===== src/rtl/skid_buffer.sv =====
// skid_buffer: two-entry valid/ready stage with registered ready and valid.
// Ports: clk_i, rst_i (sync, high); s_valid_i/s_ready_o/s_data_i producer side;
//        m_valid_o/m_ready_i/m_data_o consumer side; fill_o occupancy 0..2.
module skid_buffer #(
    parameter int G_DATA_SIZE = 8
) (
    input  logic                   clk_i,
    input  logic                   rst_i,
    input  logic                   s_valid_i,
    output logic                   s_ready_o,
    input  logic [G_DATA_SIZE-1:0] s_data_i,
    output logic                   m_valid_o,
    input  logic                   m_ready_i,
    output logic [G_DATA_SIZE-1:0] m_data_o,
    output logic [1:0]             fill_o
);

    typedef enum logic [1:0] {
        S_INIT,
        S_EMPTY,
        S_ONE,
        S_TWO
    } state_t;

    state_t state_q;
    state_t state_d;

    logic                   s_fire;
    logic                   m_fire;
    logic                   out_ld;
    logic                   out_from_skid;
    logic                   skid_ld;
    logic                   ready_d;
    logic                   valid_d;
    logic [1:0]             fill_d;
    logic [G_DATA_SIZE-1:0] skid_q;

    assign s_fire = s_valid_i & s_ready_o;
    assign m_fire = m_valid_o & m_ready_i;

    always_comb begin
        state_d       = state_q;
        out_ld        = 1'b0;
        out_from_skid = 1'b0;
        skid_ld       = 1'b0;
        unique case (state_q)
            S_INIT: begin
                state_d = S_EMPTY;
            end
            S_EMPTY: begin
                if (s_fire) begin
                    out_ld  = 1'b1;
                    state_d = S_ONE;
                end
            end
            S_ONE: begin
                if (s_fire && !m_fire) begin
                    skid_ld = 1'b1;
                    state_d = S_TWO;
                end else if (s_fire && m_fire) begin
                    out_ld = 1'b1;
                end else if (m_fire) begin
                    state_d = S_EMPTY;
                end
            end
            S_TWO: begin
                if (m_fire) begin
                    out_ld        = 1'b1;
                    out_from_skid = 1'b1;
                    state_d       = S_ONE;
                end
            end
        endcase
    end

    // Handshake outputs are decoded from the next state and registered,
    // so s_ready_o has no combinational dependence on m_ready_i.
    always_comb begin
        ready_d = 1'b0;
        valid_d = 1'b0;
        fill_d  = 2'd0;
        unique case (state_d)
            S_INIT: begin
                ready_d = 1'b0;
            end
            S_EMPTY: begin
                ready_d = 1'b1;
            end
            S_ONE: begin
                ready_d = 1'b1;
                valid_d = 1'b1;
                fill_d  = 2'd1;
            end
            S_TWO: begin
                valid_d = 1'b1;
                fill_d  = 2'd2;
            end
        endcase
    end

    always_ff @(posedge clk_i) begin
        if (rst_i) begin
            state_q   <= S_INIT;
            s_ready_o <= 1'b0;
            m_valid_o <= 1'b0;
            fill_o    <= 2'd0;
        end else begin
            state_q   <= state_d;
            s_ready_o <= ready_d;
            m_valid_o <= valid_d;
            fill_o    <= fill_d;
        end
    end

    // Data registers carry no reset; contents are qualified by m_valid_o.
    always_ff @(posedge clk_i) begin
        if (out_ld) begin
            m_data_o <= out_from_skid ? skid_q : s_data_i;
        end
        if (skid_ld) begin
            skid_q <= s_data_i;
        end
    end

endmodule


===== config.mk =====
export PLATFORM = sky130hd
export DESIGN_NAME = skid_buffer
export DESIGN_NICKNAME = d
export VERILOG_FILES = /design/src/rtl/skid_buffer.sv
export SDC_FILE = /design/constraint.sdc
export NUM_CORES = 1
export LEC_CHECK = 0
export CAP_MARGIN = 20
export CORE_UTILIZATION = 45
export DETAILED_ROUTE_END_ITERATION = 8
export GPL_ROUTABILITY_DRIVEN = 0
export PLACE_DENSITY = 0.79
export SLEW_MARGIN = 20
export SYNTH_ARGS = -nofsm -noshare
export SYNTH_HDL_FRONTEND = slang
export SYNTH_SLANG_ARGS = --single-unit

===== constraint.sdc =====
create_clock -name clk_i -period 1.7 [get_ports clk_i]
set_input_delay 0.17 -clock clk_i [delete_from_list [all_inputs] [get_ports clk_i]]
set_output_delay 0.17 -clock clk_i [all_outputs]
set_load 0.005 [all_outputs]

# Word-level counts from Yosys, hierarchy flattened
# Index checks and enable logic that the tools add are counted.
# word_totals
ff_bits	22
latchBits	0
ramBits	0
romBits	0
in_bits	12
out_inout_bits	12
elab_cells	38
mem_count	0
# op_classes
addsub	0
multipliers	0
div	0
magnitude_cmp	0
eq_ne	6
n_shift	0
muxes	18
bitwise_logic	2
reduce_logical	6
# op_table
op	count
$mux W2	5
$mux W1	9
$eq A2 B2 Y1 const B	4
$mux W8	1
$pmux W2 S4	1
$eq A2 B1 Y1 const B	2
$pmux W2 S2	1
$reduce_or A2 Y1	2
$pmux W1 S3	1
$and A1 B1 Y1	2
$logic_and A1 B1 Y1	2
$logic_not A2 Y1	1
$logic_not A1 Y1	1

# Depth between registers and ports, before layout
# logic_depth
ltp_word	8
depth_mapped	5
mapped_depth_nobuf	5

# Least setup slack after synthesis
# OpenSTA, ideal clock, no wires.
# synth_timing
path_kind	flip-flop to flip-flop
startpoint	register s_ready_o
endpoint	register m_data_o[0] (enable)
setup_ns	0.376
arrival_time_ns	0.991
required_ns	1.324
slack_ns	0.333
stages_incl_launch_ff	3
n_path_buf	0
synth_period_minus_slack_ns	1.367
path_cell_list	dfxtp_1 nand3_1 o22ai_1
# synth_between
elab_chain_len	5
word_cells_on_any_way	7
classes_between	mux: 4; bitwise: 1; reduce/logical: 2
# synth_lines
item	line	text
start: declaration	10	output logic s_ready_o,
start signal: assignment	109	s_ready_o <= ready_d;
$and A1 B1 Y1 *	38	assign s_fire = s_valid_i & s_ready_o;
$logic_and A1 B1 Y1	60	end else if (s_fire && m_fire) begin
$mux W1	60	
$mux W1	57	if (s_fire && !m_fire) begin
$pmux W1 S3 *	46	unique case (state_q)
net out_ld	30	logic out_ld;
end signal: assignment	118	m_data_o <= out_from_skid ? skid_q : s_data_i;
end: declaration	14	output logic [G_DATA_SIZE-1:0] m_data_o,
# Mark *: on every way through the listed nets, which the timed path passes. The rest lies on a longest branch.
# A chain may end at the register's enable or synchronous reset.

# Worst setup path in the final report
# layout_timing
startpoint	register m_valid_o
endpoint	output m_valid_o
# layout_rtl
item	line	text
start: declaration	12	output logic m_valid_o,
start signal: assignment	110	m_valid_o <= valid_d;
# No word-level cell between the ends.

==> run summary <==
Placed Area: 1110 sq um
via count: 520
top cells by area, synth: edfxtp_1 58%, dfxtp_1 12%, mux2_2 11%
placed instance count: 102
vias in the first global route: 465
Worst Path Buf+Inv: 1
final worst path period need: 1.54 ns
layout cells sized above 1: 0.198
sequential cell area fraction in the yosys report: 0.702
final instance area: 1140 sq um
Setup TNS Final: 0 ns
die outline height: 44.9 microns
GRT Max-Usage Layer: met2
clock tree buffer depth: 2
crit-path cells: clkdlybuf4s50_1
Tot GR Track Use: 0.161
Final Core Density: 0.659
Clock transition at path regs: 0.11 ns
global routing usage on met2: 0.244
commonest non-fill, non-tap cell in the layout: clkdlybuf4s50_1
clock sink total: 21
# diodes: 0
die area: 2010 sq um
crit path kind: register to output pin
CTS root buf: clkbuf_4
slowest stage delay, CP: 0.57 ns
XOR/XNOR Fraction of Synth Area: 0
Multi-input gate area: 246 sq um
largest family of logic cells by synthesized area: multiplexers
Starting Density: 0.479
top-area cell type share of the netlist area: 0.581
most frequent cells in the layout: 23 x clkdlybuf4s50_1, 16 x edfxtp_1, 8 x mux2_2
post-synthesis simple-gate area fraction: 0.101
Synth Area in Adders: 0.0303
CP Data Required Time: 1.53 ns
crit path DAT: 1.37 ns
Vias/cell: 4.91
first-pass GRT wire length: 2.16 mm
Nets: 96
register area: 581 sq um
area leader, netlist: edfxtp_1
Placement Rows: 15
dpl hpwl: 1.01 mm
Initial DRC Count: 5
worst hold path class: input pin to register
post-route DRC violation count: 0
number of port buffers: 23
WL/cell: 13.5 microns
fill cell count: 148
Detail Route Antenna Nets: 0
Fin. Hold Viols: 0
max-slew violations: 0
Synth Cell Area: 827 sq um
count of non-filler cells in the finished layout: 106
critical path capture point type: output pin
CTS H-tree lvls: 1
MaxCap Viol Count: 0
Peak VDD IR: 0.000614 V
fmax: 651 MHz
Compound-Gate Fraction of Synth Area: 0.0575
Synth Warn #: 0
CTS Buf Count: 3
crit-path max FO: 8
post-cts gate resize count: 0
met3 usage: 0.0400
CTS tree: done
drt total wl: 1.43 mm
Layout area overhead: 37.5%
FF+latch count, synth: 21
# setup viols final: 0
GR Util met1: 0.203
Worst Clk Skew: 0.00984 ns
family with the most delay on the worst path: buffers and inverters
PD cells: 813 nW/um^2
worst slew pin tran: 0.306 ns
initial antenna violation count: 0
cells after synthesis: 51
CP max stage cell: clkdlybuf4s50_1
largest net degree at the start of global routing: 12
post-CTS setup buffers: 0
mux cell area share after synthesis: 0.109
worst rel slew slack: 0.796
IO Pins: 24
Syn Nets: 65
crit path launch type: register
hold_buf cts: 0
core outline area: 1730 sq um
unique cell type count in the Yosys netlist: 18
RSZ-0062 raised after global routing: no
grt ovf: 0
Die Span X: 44.9 microns
1st-pass router iterations: 3
Period Utilization, post-route: 0.903
leakage: 0.391 nW
Avg Cell Area, Syn: 16.2 sq um
Worst-Skew Late Latency: 0.30 ns
status: completed
[power breakdown]
part           switching (mW)  total (mW)  internal (mW)
clock                   0.139       0.231         0.0913
combinational          0.0384       0.108         0.0692
sequential             0.0157       0.586          0.571
total                   0.193       0.925          0.731
[per-layer routing]
metal  routed length [microns]  vias up
li1                          -      256
met3                        74        2
met4                        11        0
met1                       671      243
met2                       668       19
met5                         0        -
[flip-flops by register name, summed over array words and instances (netlist names)]
register / flops
skid_q: 8
s_ready_o: 1
m_data_o: 8
fill_o: 2
state_q: 1
m_valid_o: 1
[worst reg2reg max path: cells and delay by family, from the launching register on]
family	cells	cell delay, ns
AO/OA/AOI/OAI	1	0.28
adder cells (fa/ha/maj)	1	0.27
flip-flops	1	0.48
AND/OR/NAND/NOR	3	0.35
[cells by family (layout without fill, tap and decap cells)]
| kind of cell | after synthesis | count (layout) |
|---|---|---|
| adders and majority gates | 2 | 2 |
| muxes | 8 | 8 |
| DFF | 21 | 21 |
| AOI/OAI and AO/OA | 7 | 7 |
| buffers and inverters | 0 | 30 |
| and+or+nand+nor | 13 | 13 |
[worst paths after layout]
kind                 end         from  cells past startpoint  slack, ns
max            m_valid_o    m_valid_o                      1       0.16
min reg2reg  m_data_o[5]    skid_q[5]                      1       0.55
min            skid_q[6]  s_data_i[6]                      1       0.45
max reg2reg    s_ready_o   state_q[0]                      5       0.21
[synthesized netlist by cell type, drive strengths merged]
master and instances:
dfxtp 5, or2 1, a211o 1, nor3 1, o22ai 1, a21oi 2
ha 2, a31oi 1, nand3 3, o21ai 1, nand2 1, nor2 2
edfxtp 16, mux2 8, nand4b 1, nor2b 4, a21boi 1
[final cells by class]
type,instances,share of cell area
Sequential cell,21,0.510
Timing Repair Buffer,26,0.222
Multi-Input combinational cell,30,0.217
Tap cell,25,0.0275
Clock buffer,4,0.0231
[through the flow]
stage          power (mW)  hold WS, ns  worst slack, ns
2_1_floorplan       0.634        0.242            0.333
3_3_place_gp        0.701        0.526          0.00372
3_5_place_dp        0.706        0.534          -0.0473
4_1_cts             0.934        0.448            0.146
5_1_grt             0.965        0.444           0.0722
6_report            0.925        0.454            0.164
Note: power is estimated with default switching activity, not from simulation.
